### src/rtl/iagc_gain_controller.sv
// IAGC gain controller: compares error against reference amplitude, steps a clamped gain and holds a settle window.
// Optional proportional step size is enabled by defining IAGC_GAIN_PROPORTIONAL_EN.
module iagc_gain_controller #(
   parameter int IAGC_STATUS_SIZE  = 4,
   parameter int SAMPLER_DATA_SIZE = 16,
   parameter int GAIN_SIZE         = 8,
   parameter int GAIN_INIT         = 128,
   parameter int GAIN_MIN          = 1,
   parameter int GAIN_MAX          = 255,
   parameter int SETTLE_COUNT_SIZE = 16,
   parameter int LOCK_COUNT        = 4
`ifdef IAGC_GAIN_PROPORTIONAL_EN
   ,
   parameter int PROP_SHIFT        = 4
`endif
) (
   input  logic                         i_clock,
   input  logic                         i_reset_n,
   input  logic [IAGC_STATUS_SIZE-1:0]  i_iagc_status,
   input  logic                         i_amplitude_valid,
   input  logic [SAMPLER_DATA_SIZE-1:0] i_reference_amplitude,
   input  logic [SAMPLER_DATA_SIZE-1:0] i_error_amplitude,
   input  logic [SAMPLER_DATA_SIZE-1:0] i_tolerance,
   input  logic [GAIN_SIZE-1:0]         i_step,
   input  logic [SETTLE_COUNT_SIZE-1:0] i_settle_cycles,
   output logic [GAIN_SIZE-1:0]         o_gain,
   output logic                         o_gain_update,
   output logic                         o_locked,
   output logic                         o_saturated
);
   localparam int LOCK_W = $clog2(LOCK_COUNT + 1);
   localparam logic [GAIN_SIZE-1:0] GAIN_INIT_W = GAIN_INIT[GAIN_SIZE-1:0];
   localparam logic [GAIN_SIZE-1:0] GAIN_MIN_W  = GAIN_MIN[GAIN_SIZE-1:0];
   localparam logic [GAIN_SIZE-1:0] GAIN_MAX_W  = GAIN_MAX[GAIN_SIZE-1:0];
   localparam logic [GAIN_SIZE:0]   GAIN_MIN_X  = {1'b0, GAIN_MIN_W};
   localparam logic [GAIN_SIZE:0]   GAIN_MAX_X  = {1'b0, GAIN_MAX_W};
   localparam logic [LOCK_W-1:0]    LOCK_FULL   = LOCK_COUNT[LOCK_W-1:0];
   localparam logic SAT_INIT = (GAIN_INIT == GAIN_MIN) || (GAIN_INIT == GAIN_MAX);

   typedef enum logic [1:0] {IDLE, COMPARE, ADJUST, SETTLE} state_t;

   state_t                         state_reg, state_next;
   logic [SAMPLER_DATA_SIZE-1:0]   ref_reg, ref_next;
   logic [SAMPLER_DATA_SIZE-1:0]   err_reg, err_next;
   logic                           dir_up_reg, dir_up_next;
   logic [LOCK_W-1:0]              lock_cnt_reg, lock_cnt_next;
   logic                           locked_reg, locked_next;
   logic [GAIN_SIZE-1:0]           gain_reg, gain_next;
   logic                           gain_update_reg, gain_update_next;
   logic                           saturated_reg, saturated_next;
   logic [SETTLE_COUNT_SIZE-1:0]   settle_cnt_reg, settle_cnt_next;

   logic [SAMPLER_DATA_SIZE:0]     err_plus_tol, ref_plus_tol;
   logic                           below_band, above_band;
   logic [GAIN_SIZE-1:0]           step_eff;
   logic [GAIN_SIZE:0]             gain_wide;
   logic [GAIN_SIZE-1:0]           gain_clamped;

   always_comb begin
      err_plus_tol = {1'b0, err_reg} + {1'b0, i_tolerance};
      ref_plus_tol = {1'b0, ref_reg} + {1'b0, i_tolerance};
      below_band   = err_plus_tol < {1'b0, ref_reg};
      above_band   = {1'b0, err_reg} > ref_plus_tol;
   end

`ifdef IAGC_GAIN_PROPORTIONAL_EN
   logic [SAMPLER_DATA_SIZE:0] diff_s, abs_diff_reg, shifted;
   logic [GAIN_SIZE-1:0]       prop_step;

   always_comb begin
      diff_s    = {1'b0, err_reg} - {1'b0, ref_reg};
      shifted   = abs_diff_reg >> PROP_SHIFT;
      prop_step = (shifted > {{(SAMPLER_DATA_SIZE+1-GAIN_SIZE){1'b0}}, {GAIN_SIZE{1'b1}}})
                  ? {GAIN_SIZE{1'b1}} : shifted[GAIN_SIZE-1:0];
      step_eff  = (prop_step > i_step) ? prop_step : i_step;
   end

   // |diff| is captured on the compare edge and consumed in ADJUST
   always_ff @(posedge i_clock or negedge i_reset_n) begin
      if (!i_reset_n)
         abs_diff_reg <= '0;
      else if (i_iagc_status == '0)
         abs_diff_reg <= '0;
      else if (state_reg == COMPARE)
         abs_diff_reg <= diff_s[SAMPLER_DATA_SIZE] ? -diff_s : diff_s;
   end
`else
   assign step_eff = i_step;
`endif

   // Down-steps larger than the current gain would wrap, so they clamp straight to the floor
   always_comb begin
      if (dir_up_reg)
         gain_wide = {1'b0, gain_reg} + {1'b0, step_eff};
      else
         gain_wide = {1'b0, gain_reg} - {1'b0, step_eff};
      if (!dir_up_reg && (step_eff > gain_reg))
         gain_clamped = GAIN_MIN_W;
      else if (gain_wide > GAIN_MAX_X)
         gain_clamped = GAIN_MAX_W;
      else if (gain_wide < GAIN_MIN_X)
         gain_clamped = GAIN_MIN_W;
      else
         gain_clamped = gain_wide[GAIN_SIZE-1:0];
   end

   always_comb begin
      state_next       = state_reg;
      ref_next         = ref_reg;
      err_next         = err_reg;
      dir_up_next      = dir_up_reg;
      lock_cnt_next    = lock_cnt_reg;
      locked_next      = locked_reg;
      gain_next        = gain_reg;
      gain_update_next = 1'b0;
      saturated_next   = saturated_reg;
      settle_cnt_next  = settle_cnt_reg;
      case (state_reg)
         IDLE: begin
            if (i_amplitude_valid) begin
               ref_next   = i_reference_amplitude;
               err_next   = i_error_amplitude;
               state_next = COMPARE;
            end
         end
         COMPARE: begin
            if (below_band || above_band) begin
               dir_up_next   = below_band;
               lock_cnt_next = '0;
               locked_next   = 1'b0;
               state_next    = ADJUST;
            end else begin
               if (lock_cnt_reg != LOCK_FULL)
                  lock_cnt_next = lock_cnt_reg + LOCK_W'(1);
               locked_next = (lock_cnt_next == LOCK_FULL);
               state_next  = IDLE;
            end
         end
         ADJUST: begin
            gain_next        = gain_clamped;
            gain_update_next = (gain_clamped != gain_reg);
            saturated_next   = (gain_clamped == GAIN_MIN_W) || (gain_clamped == GAIN_MAX_W);
            settle_cnt_next  = i_settle_cycles;
            state_next       = SETTLE;
         end
         SETTLE: begin
            // A zero settle count still spends one cycle here
            if (settle_cnt_reg != '0)
               settle_cnt_next = settle_cnt_reg - SETTLE_COUNT_SIZE'(1);
            if (settle_cnt_reg <= SETTLE_COUNT_SIZE'(1))
               state_next = IDLE;
         end
         default: state_next = IDLE;
      endcase
      if (i_iagc_status == '0) begin
         state_next       = IDLE;
         ref_next         = '0;
         err_next         = '0;
         dir_up_next      = 1'b0;
         lock_cnt_next    = '0;
         locked_next      = 1'b0;
         gain_next        = GAIN_INIT_W;
         gain_update_next = 1'b0;
         saturated_next   = SAT_INIT;
         settle_cnt_next  = '0;
      end
   end

   always_ff @(posedge i_clock or negedge i_reset_n) begin
      if (!i_reset_n) begin
         state_reg       <= IDLE;
         ref_reg         <= '0;
         err_reg         <= '0;
         dir_up_reg      <= 1'b0;
         lock_cnt_reg    <= '0;
         locked_reg      <= 1'b0;
         gain_reg        <= GAIN_INIT_W;
         gain_update_reg <= 1'b0;
         saturated_reg   <= SAT_INIT;
         settle_cnt_reg  <= '0;
      end else begin
         state_reg       <= state_next;
         ref_reg         <= ref_next;
         err_reg         <= err_next;
         dir_up_reg      <= dir_up_next;
         lock_cnt_reg    <= lock_cnt_next;
         locked_reg      <= locked_next;
         gain_reg        <= gain_next;
         gain_update_reg <= gain_update_next;
         saturated_reg   <= saturated_next;
         settle_cnt_reg  <= settle_cnt_next;
      end
   end

   assign o_gain        = gain_reg;
   assign o_gain_update = gain_update_reg;
   assign o_locked      = locked_reg;
   assign o_saturated   = saturated_reg;
endmodule

### config.mk
export PLATFORM = sky130hd
export DESIGN_NAME = iagc_gain_controller
export DESIGN_NICKNAME = d
export VERILOG_FILES = /design/src/rtl/iagc_gain_controller.sv
export SDC_FILE = /design/constraint.sdc
export NUM_CORES = 1
export LEC_CHECK = 0
export BUFFER_PORTS_ARGS = -buffer_cell sky130_fd_sc_hd__buf_2
export CORE_MARGIN = 1
export CORE_UTILIZATION = 45
export CTS_CLUSTER_SIZE = 40
export DETAILED_ROUTE_END_ITERATION = 12
export MAX_ROUTING_LAYER = met4
export PLACE_DENSITY = 0.65
export SLEW_MARGIN = 20
export SYNTH_ARGS = -nofsm -noshare
export SYNTH_HDL_FRONTEND = slang
export SYNTH_SLANG_ARGS = --single-unit
### constraint.sdc
create_clock -name i_clock -period 11.8 [get_ports i_clock]
set_clock_uncertainty 0.15 [all_clocks]
set_input_delay 3.54 -clock i_clock [delete_from_list [all_inputs] [get_ports i_clock]]
set_output_delay 3.54 -clock i_clock [all_outputs]
set_load 0.05 [all_outputs]
==> results of run 1 <==
-- cells by family (layout without fill, tap and decap cells) --
| family | Yosys count | after routing | synth area share [%] |
|---|---|---|---|
| simple gates | 260 | 260 | 20.2 |
| compound gates | 249 | 249 | 25.1 |
| fa+ha+maj | 87 | 87 | 18.0 |
| buf+inv | 82 | 157 | 5.26 |
| flops | 65 | 65 | 26.1 |
| xor+xnor | 35 | 35 | 4.92 |
| mux | 2 | 2 | 0.341 |
-- worst paths after layout --
path	cells after the start	slack (ns)	start	endpoint
max	20	4.20	i_tolerance[0]	lock_cnt_reg[0]
min	2	0.37	o_locked	o_locked
max reg2reg	19	7.11	err_reg[0]	lock_cnt_reg[0]
min reg2reg	2	0.37	o_locked	o_locked
max in group asynchronous	2	7.69	i_reset_n	ref_reg[12]
min in group asynchronous	2	3.25	i_reset_n	settle_cnt_reg[6]
-- through the flow --
stage,cells,cell area [µm²],util [%]
2_1_floorplan,780,6230,-
3_3_place_gp,1016,6780,50.8
3_5_place_dp,1016,6780,50.8
4_1_cts,1031,7110,53.3
5_1_grt,1031,7110,53.3
6_report,1031,7110,53.3
-- report_power, final --
group / internal [mW] / switching (mW)
registers: 0.332 / 0.142
clock network: 0.196 / 0.103
logic: 0.628 / 0.892
-- cell usage in the layout, fill, tap and decap left out, drive strengths merged, types with 21 or more instances in the layout --
master	netlist	final
a21o	21	21
a21oi	95	95
buf	8	91
dfrtp	64	64
ha	83	83
inv	51	51
nand2	91	91
nor2	51	51
nor3	24	24
o21ai	53	53
xnor2	23	23
-- per-layer routing --
| layer | global-route usage, % | wire, µm |
|---|---|---|
| met5 | - | 0 |
| met2 | 40.4 | 7790 |
| met1 | 31.8 | 7660 |
| met3 | 3.75 | 791 |
| met4 | 5.63 | 224 |
-- Yosys cell counts (16+ instances only) --
library cell	number	area (µm²)
nor3_1	23	115
inv_1	51	191
nor2_1	50	188
a21o_1	21	158
ha_1	83	1040
nor2b_1	16	100
o21ai_0	51	255
a21oi_1	95	475
clkbuf_1	23	86.3
xnor2_1	23	201
dfrtp_1	64	1600
nand3_1	17	85.1
nand2_1	91	342
-- worst max-delay path: cells and delay by family --
family | cells | cell delay [ns]
XOR/XNOR | 1 | 0.13
AND/OR/NAND/NOR | 6 | 0.90
adder cells (fa/ha/maj) | 3 | 0.66
AO/OA/AOI/OAI | 8 | 2.24
buffers and inverters | 2 | 0.19
-- area by class of cell --
type,instances,area (µm²)
clock inverters,4,76.3
repair buffers,91,460
multi-input cells,633,4280
well taps,176,220
inverters,51,191
flip-flops and latches,65,1630
fillers,1321,6240
clock buffers,11,253
==> flow_metrics.tcl, run 1 <==
set metrics [dict create \
    hold_buffers 0 \
    drt_first_iter_violations 331 \
    synth.yosys.seq_area_share_pct 26.1 \
    setup_slack_ns 4.20 \
    place_congestion 0.907 \
    yosysUniqueCellTypes 67 \
    outcome "complete, no violations" \
    grt-ovfl-total 0 \
    drive_gt1_share_pct 14.5 \
    dp_hpwl_mm 12.4 \
    max_cap_viol_count 0 \
    cp_slowest_stage_delay_ns 0.64 \
    cts.sinks 65 \
    irDropWorstVdd_v 0.000161 \
    period_minus_slack_ns 7.60 \
    clockRootBuffer "clkbuf_16" \
    slew_violations 0 \
    crit_required_ns 11.87 \
    cts_tree "done" \
    dr.pass1.iters 5 \
    drt_wl_total_mm 16.5 \
    avgRoutedWirePerCell_um 16.0 \
    clock_latency_ns 0.33 \
    avgSynthCellArea_um2 7.99 \
    synth_cells 780 \
    finalSetupViolations 0 \
    yosysWarningCount 0 \
    mappedNetlistArea_um2 6230 \
    htreeDepth 3 \
    hp-class "register to register" \
    cp.arrival_ns 7.67 \
    cts_buffer_depth 2 \
    synth_nets 946 \
    finalPower_mw 2.29 \
    clk_pin_slew_worst_paths_ns 0.06 \
    fin_nets 1017 \
    post_cts_resized 0 \
    period_share_pct 64.4 \
    route.antenna.remaining_nets 0 \
    rsz0062_at_grt "false" \
    initial_core_util_pct 46.7 \
    crit_slowest_cell "a2111oi_0" \
    power.density_nw_per_um2 322 \
    synthFlopType "dfrtp_1" \
    area_delta_synth_final_pct 14.2 \
    coreArea_um2 13300 \
    grt_max_degree 66 \
    cp_max_fo 4 \
    crit_type "primary input to register" \
    timing.fmax_ghz 0.132 \
    std_cell_rows 42 \
    die_w_um 120 \
    worstMarginPinSlew_ns 1.18 \
    io_pins 90 \
    tns_ns 0 \
    crit_path_cell_trace "buf_2, ha_1, inv_1, fa_1, nor2b_1, o21ai_1, a21boi_1, o41a_1, a221o_1, a21oi_1, nor2_1, nor2_1, xnor2_1, ha_1, a2111oi_0, o31ai_1, and4_1, a2bb2oi_1, nand2b_1, and4b_1" \
    vias 5969 \
    ys_ff_latch 65 \
    crit_path_end_kind "register" \
    numCtsBuffers 9 \
    drcViolationCount 0 \
    cts_setup_buffers 0 \
    die_h_um 120 \
    numPortBuffers 89 \
    grt_pass1_vias 5825 \
    relSlewSlack_pct 21.6 \
    vias_per_cell 5.79 \
    grt_usage_pct 24.5 \
    diodes 0 \
    synth_edf_count 0 \
    pre_cts_slack_ns 3.99 \
    hold_viol 0 \
    async_flop_share_pct 100 \
    whs_ns 0.365 \
    antenna_found_initial 0 \
    p_leak_nw 3.35 \
    grt_pass1_wl_mm 27.8 \
    dieArea_um2 14300 \
    cp-start-kind "primary input" \
]
Note: power is estimated with default switching activity, not from simulation.
==> inputs of run 2 (changes only) <==
--- a/config.mk
+++ b/config.mk
@@ -5,6 +5,7 @@
 export SDC_FILE = /design/constraint.sdc
 export NUM_CORES = 1
 export LEC_CHECK = 0
+export ABC_AREA = 1
 export BUFFER_PORTS_ARGS = -buffer_cell sky130_fd_sc_hd__buf_2
 export CORE_MARGIN = 1
 export CORE_UTILIZATION = 45
==> constraint.sdc (replaced) <==
create_clock -name i_clock -period 7.5 [get_ports i_clock]
set_clock_uncertainty 0.15 [all_clocks]
set_input_delay 2.25 -clock i_clock [delete_from_list [all_inputs] [get_ports i_clock]]
set_output_delay 2.25 -clock i_clock [all_outputs]
set_load 0.05 [all_outputs]
==> run 2 against run 1 <==
Synthesized cell count rose by 13%. First-iteration DRC count rose by 4.8%. Largest power group unchanged. Worst setup slack got worse by 1.9 ns.
==> flow_metrics.tcl, run 2 <==
set metrics [dict create \
    outcome "complete, no violations" \
    numPortBuffers 89 \
    ys_ff_latch 65 \
    yosysUniqueCellTypes 55 \
    drt_first_iter_violations 347 \
    clockRootBuffer "clkbuf_16" \
    crit_path_cell_trace "buf_2, ha_1, a21oi_1, o21ai_1, a21oi_1, o21ai_1, a21boi_0, o21ai_1, xor2_1, inv_1, ha_1, nand2_1, inv_1, nand4_1, nor2_1, nor2_1, nand3_1, nand2_1, inv_1, nand3_1, nand2_1" \
    irDropWorstVdd_v 0.000190 \
    grt_pass1_vias 5728 \
    period_minus_slack_ns 5.20 \
    rsz0062_at_grt "false" \
    period_share_pct 69.4 \
    grt_max_degree 66 \
    dp_hpwl_mm 12.2 \
    cp.arrival_ns 5.28 \
    diodes 0 \
    rr_endpoint "o_locked" \
    vias_per_cell 5.20 \
    synthTopCellsByCount "nand2_1, inv_1, nand3_1, ha_1, nor2_1" \
    crit_required_ns 7.58 \
    yosysTopAreaCellShare_pct 24.8 \
    crit_type "primary input to register" \
    synth.most_common_cell "nand2_1" \
    mostFrequentLayoutCell "nand2_1" \
    synth.yosys.seq_area_share_pct 25.2 \
    place_congestion 0.905 \
    synthTopCellsByArea "dfrtp_1, ha_1, nand2_1, nand3_1, inv_1" \
    r2r-start "err_reg[2]" \
    async_flop_share_pct 100 \
    synthFlopType "dfrtp_1" \
    cts_tree "done" \
    cts_buffer_depth 2 \
    vias 5985 \
    synth_cells 883 \
    place_area_um2 7030 \
    power.density_nw_per_um2 486 \
    synth_top_area_cell "dfrtp_1" \
    setup_slack_ns 2.30 \
    crit_slowest_cell "ha_1" \
    fin_nets 1133 \
    crit_path_end_kind "register" \
    std_cell_rows 43 \
    timing.fmax_ghz 0.192 \
    drive_gt1_share_pct 16.9 \
    cp_slowest_stage_delay_ns 0.34 \
    hold_viol 0 \
    min_to "o_saturated" \
    area_delta_synth_final_pct 13.6 \
    avgRoutedWirePerCell_um 13.5 \
    finalPower_mw 3.56 \
    fin_cells 1152 \
    dieArea_um2 14800 \
    route.antenna.remaining_nets 0 \
    synth_nets 1049 \
    drcViolationCount 0 \
    worstMarginPinSlew_ns 0.848 \
    antenna_found_initial 0 \
    p_leak_nw 3.84 \
    grt_pass1_wl_mm 26.2 \
    finalInstanceArea_um2 7330 \
    hold_buffers 0 \
    dp.cells 1136 \
    whs_path_depth 2 \
    drt_wl_total_mm 15.5 \
    initial_core_util_pct 46.3 \
    hp-start "o_saturated" \
    die_w_um 122 \
    mappedNetlistArea_um2 6450 \
    grt_usage_pct 23.0 \
    cp-start-kind "primary input" \
    clk_pin_slew_worst_paths_ns 0.06 \
    cts_setup_buffers 0 \
    worstRegToRegCells 20 \
    reg2reg_slack_ns 3.91 \
    yosysWarningCount 0 \
    cts.sinks 65 \
    max_cap_viol_count 0 \
    numCtsBuffers 9 \
    pre_cts_slack_ns 2.02 \
    relSlewSlack_pct 43.5 \
    post_cts_resized 0 \
    cp_max_fo 4 \
    die_h_um 122 \
    tns_ns 0 \
    io_pins 90 \
    clock_latency_ns 0.34 \
    htreeDepth 3 \
    dr.pass1.iters 5 \
    avgSynthCellArea_um2 7.31 \
    coreArea_um2 13900 \
    slew_violations 0 \
    finalSetupViolations 0 \
    synth_edf_count 0 \
    grt-ovfl-total 0 \
    final_cell_mix "nand2_1, inv_1, nand3_1" \
    hp-class "register to register" \
]
run 2: cell count changes after synthesis, moves of 13 or more:
cell      previous run  this run
nor2b_1             16         0
nand3_1             17        92
nand2_2              0        18
nand2_1             91       172
a21oi_1             95        57
o22ai_1              1        23
xor2_1              12        25
a21o_1              21         3
nor2_1              50        67
clkbuf_1            23         9
inv_1               51       102
nor3_1              23         9
run 2: critical path: cells and delay by family:
| family | cells | cell delay [ns] |
|---|---|---|
| AOI/OAI and AO/OA | 6 | 1.23 |
| xor gates and xnor gates | 1 | 0.14 |
| adders and majority gates | 2 | 0.60 |
| buffers and inverters | 4 | 0.29 |
| and+or+nand+nor | 8 | 0.76 |
run 2: cells by family (layout without fill, tap and decap cells):
| kind of cell | after synthesis | after routing | share of synthesized area, % |
|---|---|---|---|
| multiplexers | 1 | 1 | 0.155 |
| AND/OR/NAND/NOR | 397 | 397 | 29.1 |
| XOR/XNOR | 38 | 38 | 5.27 |
| buffers and inverters | 131 | 220 | 8.33 |
| flip-flops | 65 | 65 | 25.2 |
| adder cells (fa/ha/maj) | 87 | 87 | 17.3 |
| AO/OA/AOI/OAI | 164 | 164 | 14.6 |
run 2: metal layers:
metal	global-route usage [%]	up-vias	part of all wire, %
li1	-	3140	-
met1	28.2	2723	47
met2	38.6	100	48
met3	3.89	22	3.1
met4	6.87	0	1.7
met5	-	-	0
run 2: final cells by class:
type / instances / area (µm²)
tap: 180 / 225
fill: 1413 / 6600
inverter: 112 / 420
clock buffer: 9 / 225
timing repair buffer: 92 / 468
clock inverter: 7 / 75.1
sequential: 65 / 1630
multi-input combinational: 687 / 4290
run 2: power breakdown:
part | leakage, nW | switching, mW | total (mW) | internal [mW]
sequential | 0.806 | 0.179 | 0.699 | 0.520
clock | 0.151 | 0.177 | 0.437 | 0.260
combinational | 2.88 | 1.51 | 2.42 | 0.916
total | 3.84 | 1.86 | 3.56 | 1.70
run 2: through the flow:
stage	hold WS, ns	utilization [%]
2_1_floorplan	0.335	-
3_5_place_dp	0.319	50.5
4_1_cts	0.336	52.6
3_3_place_gp	0.324	50.5
5_1_grt	0.383	52.6
6_report	0.339	52.6
run 2: worst max path at each step:
stage	cells after the start	slack, ns	to	start
after global routing	21	2.04	o_locked	i_tolerance[2]
after CTS	21	2.34	o_locked	i_tolerance[2]
after global placement	21	2.08	o_locked	i_tolerance[2]
final	21	2.30	o_locked	i_tolerance[2]
after detailed placement	21	2.02	o_locked	i_tolerance[2]
after floorplan	17	2.57	o_locked	i_tolerance[0]
==> inputs of run 3 (changes only) <==
--- a/config.mk
+++ b/config.mk
@@ -5,7 +5,7 @@
 export SDC_FILE = /design/constraint.sdc
 export NUM_CORES = 1
 export LEC_CHECK = 0
-export ABC_AREA = 1
+export ABC_AREA = 0
 export BUFFER_PORTS_ARGS = -buffer_cell sky130_fd_sc_hd__buf_2
 export CORE_MARGIN = 1
 export CORE_UTILIZATION = 45
==> constraint.sdc (replaced) <==
create_clock -name i_clock -period 5.2 [get_ports i_clock]
set_clock_uncertainty 0.15 [all_clocks]
set_input_delay 1.56 -clock i_clock [delete_from_list [all_inputs] [get_ports i_clock]]
set_output_delay 1.56 -clock i_clock [all_outputs]
set_load 0.05 [all_outputs]
==> run 3 against run 2 <==
The flow now finishes with violations (setup timing). Critical endpoint is now lock_cnt_reg[2]. Sequential share of layout area is 0.24 points lower. Largest power group unchanged. Worst hold slack better by 0.027 ns. Via count is 1.8% higher.
==> flow_metrics.tcl, run 3 (synthesis results as in run 1) <==
set metrics [dict create \
    numCtsBuffers 9 \
    mostFrequentLayoutCell "nand2_1" \
    place_congestion 0.913 \
    numPortBuffers 89 \
    htreeDepth 3 \
    pre_cts_slack_ns -0.541 \
    outcome "finished with violations" \
    drt_wl_total_mm 17.1 \
    violations "setup timing" \
    max_cap_viol_count 0 \
    dr.pass1.iters 5 \
    reg2reg_slack_ns 0.87 \
    cts.sinks 65 \
    coreArea_um2 13300 \
    grt_usage_pct 24.7 \
    finalInstanceArea_um2 7410 \
    worstRegToRegCells 20 \
    dieArea_um2 14300 \
    cp.arrival_ns 5.33 \
    place_area_um2 6900 \
    hp-start "settle_cnt_reg[7]" \
    min_to "settle_cnt_reg[7]" \
    power.density_nw_per_um2 757 \
    whs_path_depth 2 \
    area_delta_synth_final_pct 19.0 \
    worstMarginPinSlew_ns 1.12 \
    die_w_um 120 \
    finalPower_mw 5.61 \
    fin_nets 1039 \
    drive_gt1_share_pct 18.9 \
    rr_endpoint "lock_cnt_reg[2]" \
    cp-start-kind "primary input" \
    p_leak_nw 3.49 \
    finalSetupViolations 1 \
    period_minus_slack_ns 5.29 \
    clk_pin_slew_worst_paths_ns 0.06 \
    hp-class "register to register" \
    cts_buffer_depth 2 \
    route.antenna.remaining_nets 0 \
    grt_pass1_vias 5898 \
    drt_first_iter_violations 326 \
    initial_core_util_pct 46.7 \
    crit_path_end_kind "register" \
    irDropWorstVdd_v 0.000468 \
    drcViolationCount 0 \
    final_cell_mix "nand2_1, a21oi_1, buf_2" \
    avgRoutedWirePerCell_um 16.2 \
    hold_buffers 0 \
    cp_max_fo 3 \
    grt_pass1_wl_mm 27.6 \
    antenna_found_initial 1 \
    clock_latency_ns 0.33 \
    setup_slack_ns -0.0858 \
    cts_tree "done" \
    grt_max_degree 47 \
    n_fill_cell 1278 \
    crit_type "primary input to register" \
    relSlewSlack_pct 25.1 \
    rsz0062_at_grt "true" \
    r2r-start "err_reg[0]" \
    std_cell_rows 42 \
    hold_viol 0 \
    io_pins 90 \
    period_share_pct 102 \
    crit_required_ns 5.25 \
    slew_violations 0 \
    die_h_um 120 \
    vias 6090 \
    grt-ovfl-total 0 \
    timing.fmax_ghz 0.189 \
    dp_hpwl_mm 12.8 \
    vias_per_cell 5.77 \
    clockRootBuffer "clkbuf_16" \
]
[run 3: per-layer routing]
metal  track usage, %  part of all wire, %
met4             8.44                  2.2
met1             31.5                   46
met3             3.71                  3.9
met5                -                    0
met2             40.1                   48
[run 3: worst max path at each step]
stage	start	to	slack, ns	cells past startpoint
5_1_grt	i_tolerance[0]	lock_cnt_reg[2]	-0.29	22
2_1_floorplan	i_tolerance[0]	lock_cnt_reg[0]	0.01	19
4_1_cts	i_tolerance[0]	lock_cnt_reg[2]	-0.004	22
3_3_place_gp	i_tolerance[0]	lock_cnt_reg[0]	-0.38	21
3_5_place_dp	i_tolerance[0]	lock_cnt_reg[2]	-0.54	23
6_report	i_tolerance[0]	lock_cnt_reg[2]	-0.09	22
[run 3: cell type report]
cell class	count	area (µm²)	area share, %
Multi-Input combinational cell	633	4420	59.7
Sequential cell	65	1630	22.0
Timing Repair Buffer	113	636	8.58
Clock buffer	10	229	3.09
Tap cell	176	220	2.97
Inverter	51	191	2.58
Clock inverter	6	82.6	1.11
Antenna cell	1	2.50	0.0338
[run 3: power breakdown]
part,switching (mW),total [mW],internal (mW)
Combinational,2.20,3.88,1.68
Clock,0.222,0.639,0.417
Sequential,0.333,1.09,0.755
[run 3: through the flow]
stage | hold WS [ns] | setup TNS (ns) | util, % | cells
after floorplan | 0.313 | 0 | - | 780
after global placement | 0.331 | -2.04 | 51.7 | 1032
after detailed placement | 0.353 | -2.91 | 51.7 | 1032
after CTS | 0.367 | -0.00386 | 54.5 | 1048
after global routing | 0.403 | -1.17 | 55.5 | 1055
final | 0.366 | -0.0858 | 55.5 | 1055
[run 3: critical path, cell delays in order]
cell and delay [ns]:
buf_6 0.10, buf_6 0.11, ha_4 0.15, inv_2 0.06, fa_2 0.22, nor2b_2 0.05
o21ai_2 0.16, a21boi_2 0.08, o41a_1 0.41, a221o_1 0.36, a21oi_2 0.17, nor2_1 0.06
nor2_1 0.12, xnor2_1 0.09, ha_1 0.34, a2111oi_4 0.38, o31ai_1 0.12, and4_1 0.24
a2bb2oi_2 0.14, buf_4 0.16, a21oi_2 0.18, nor3_2 0.07
[run 3: what timing repair did]
item                       CTS  global route
setup endpoints to repair    6             6
resized for setup            9            18
pin swaps                    1            20
buffers inserted             0             6
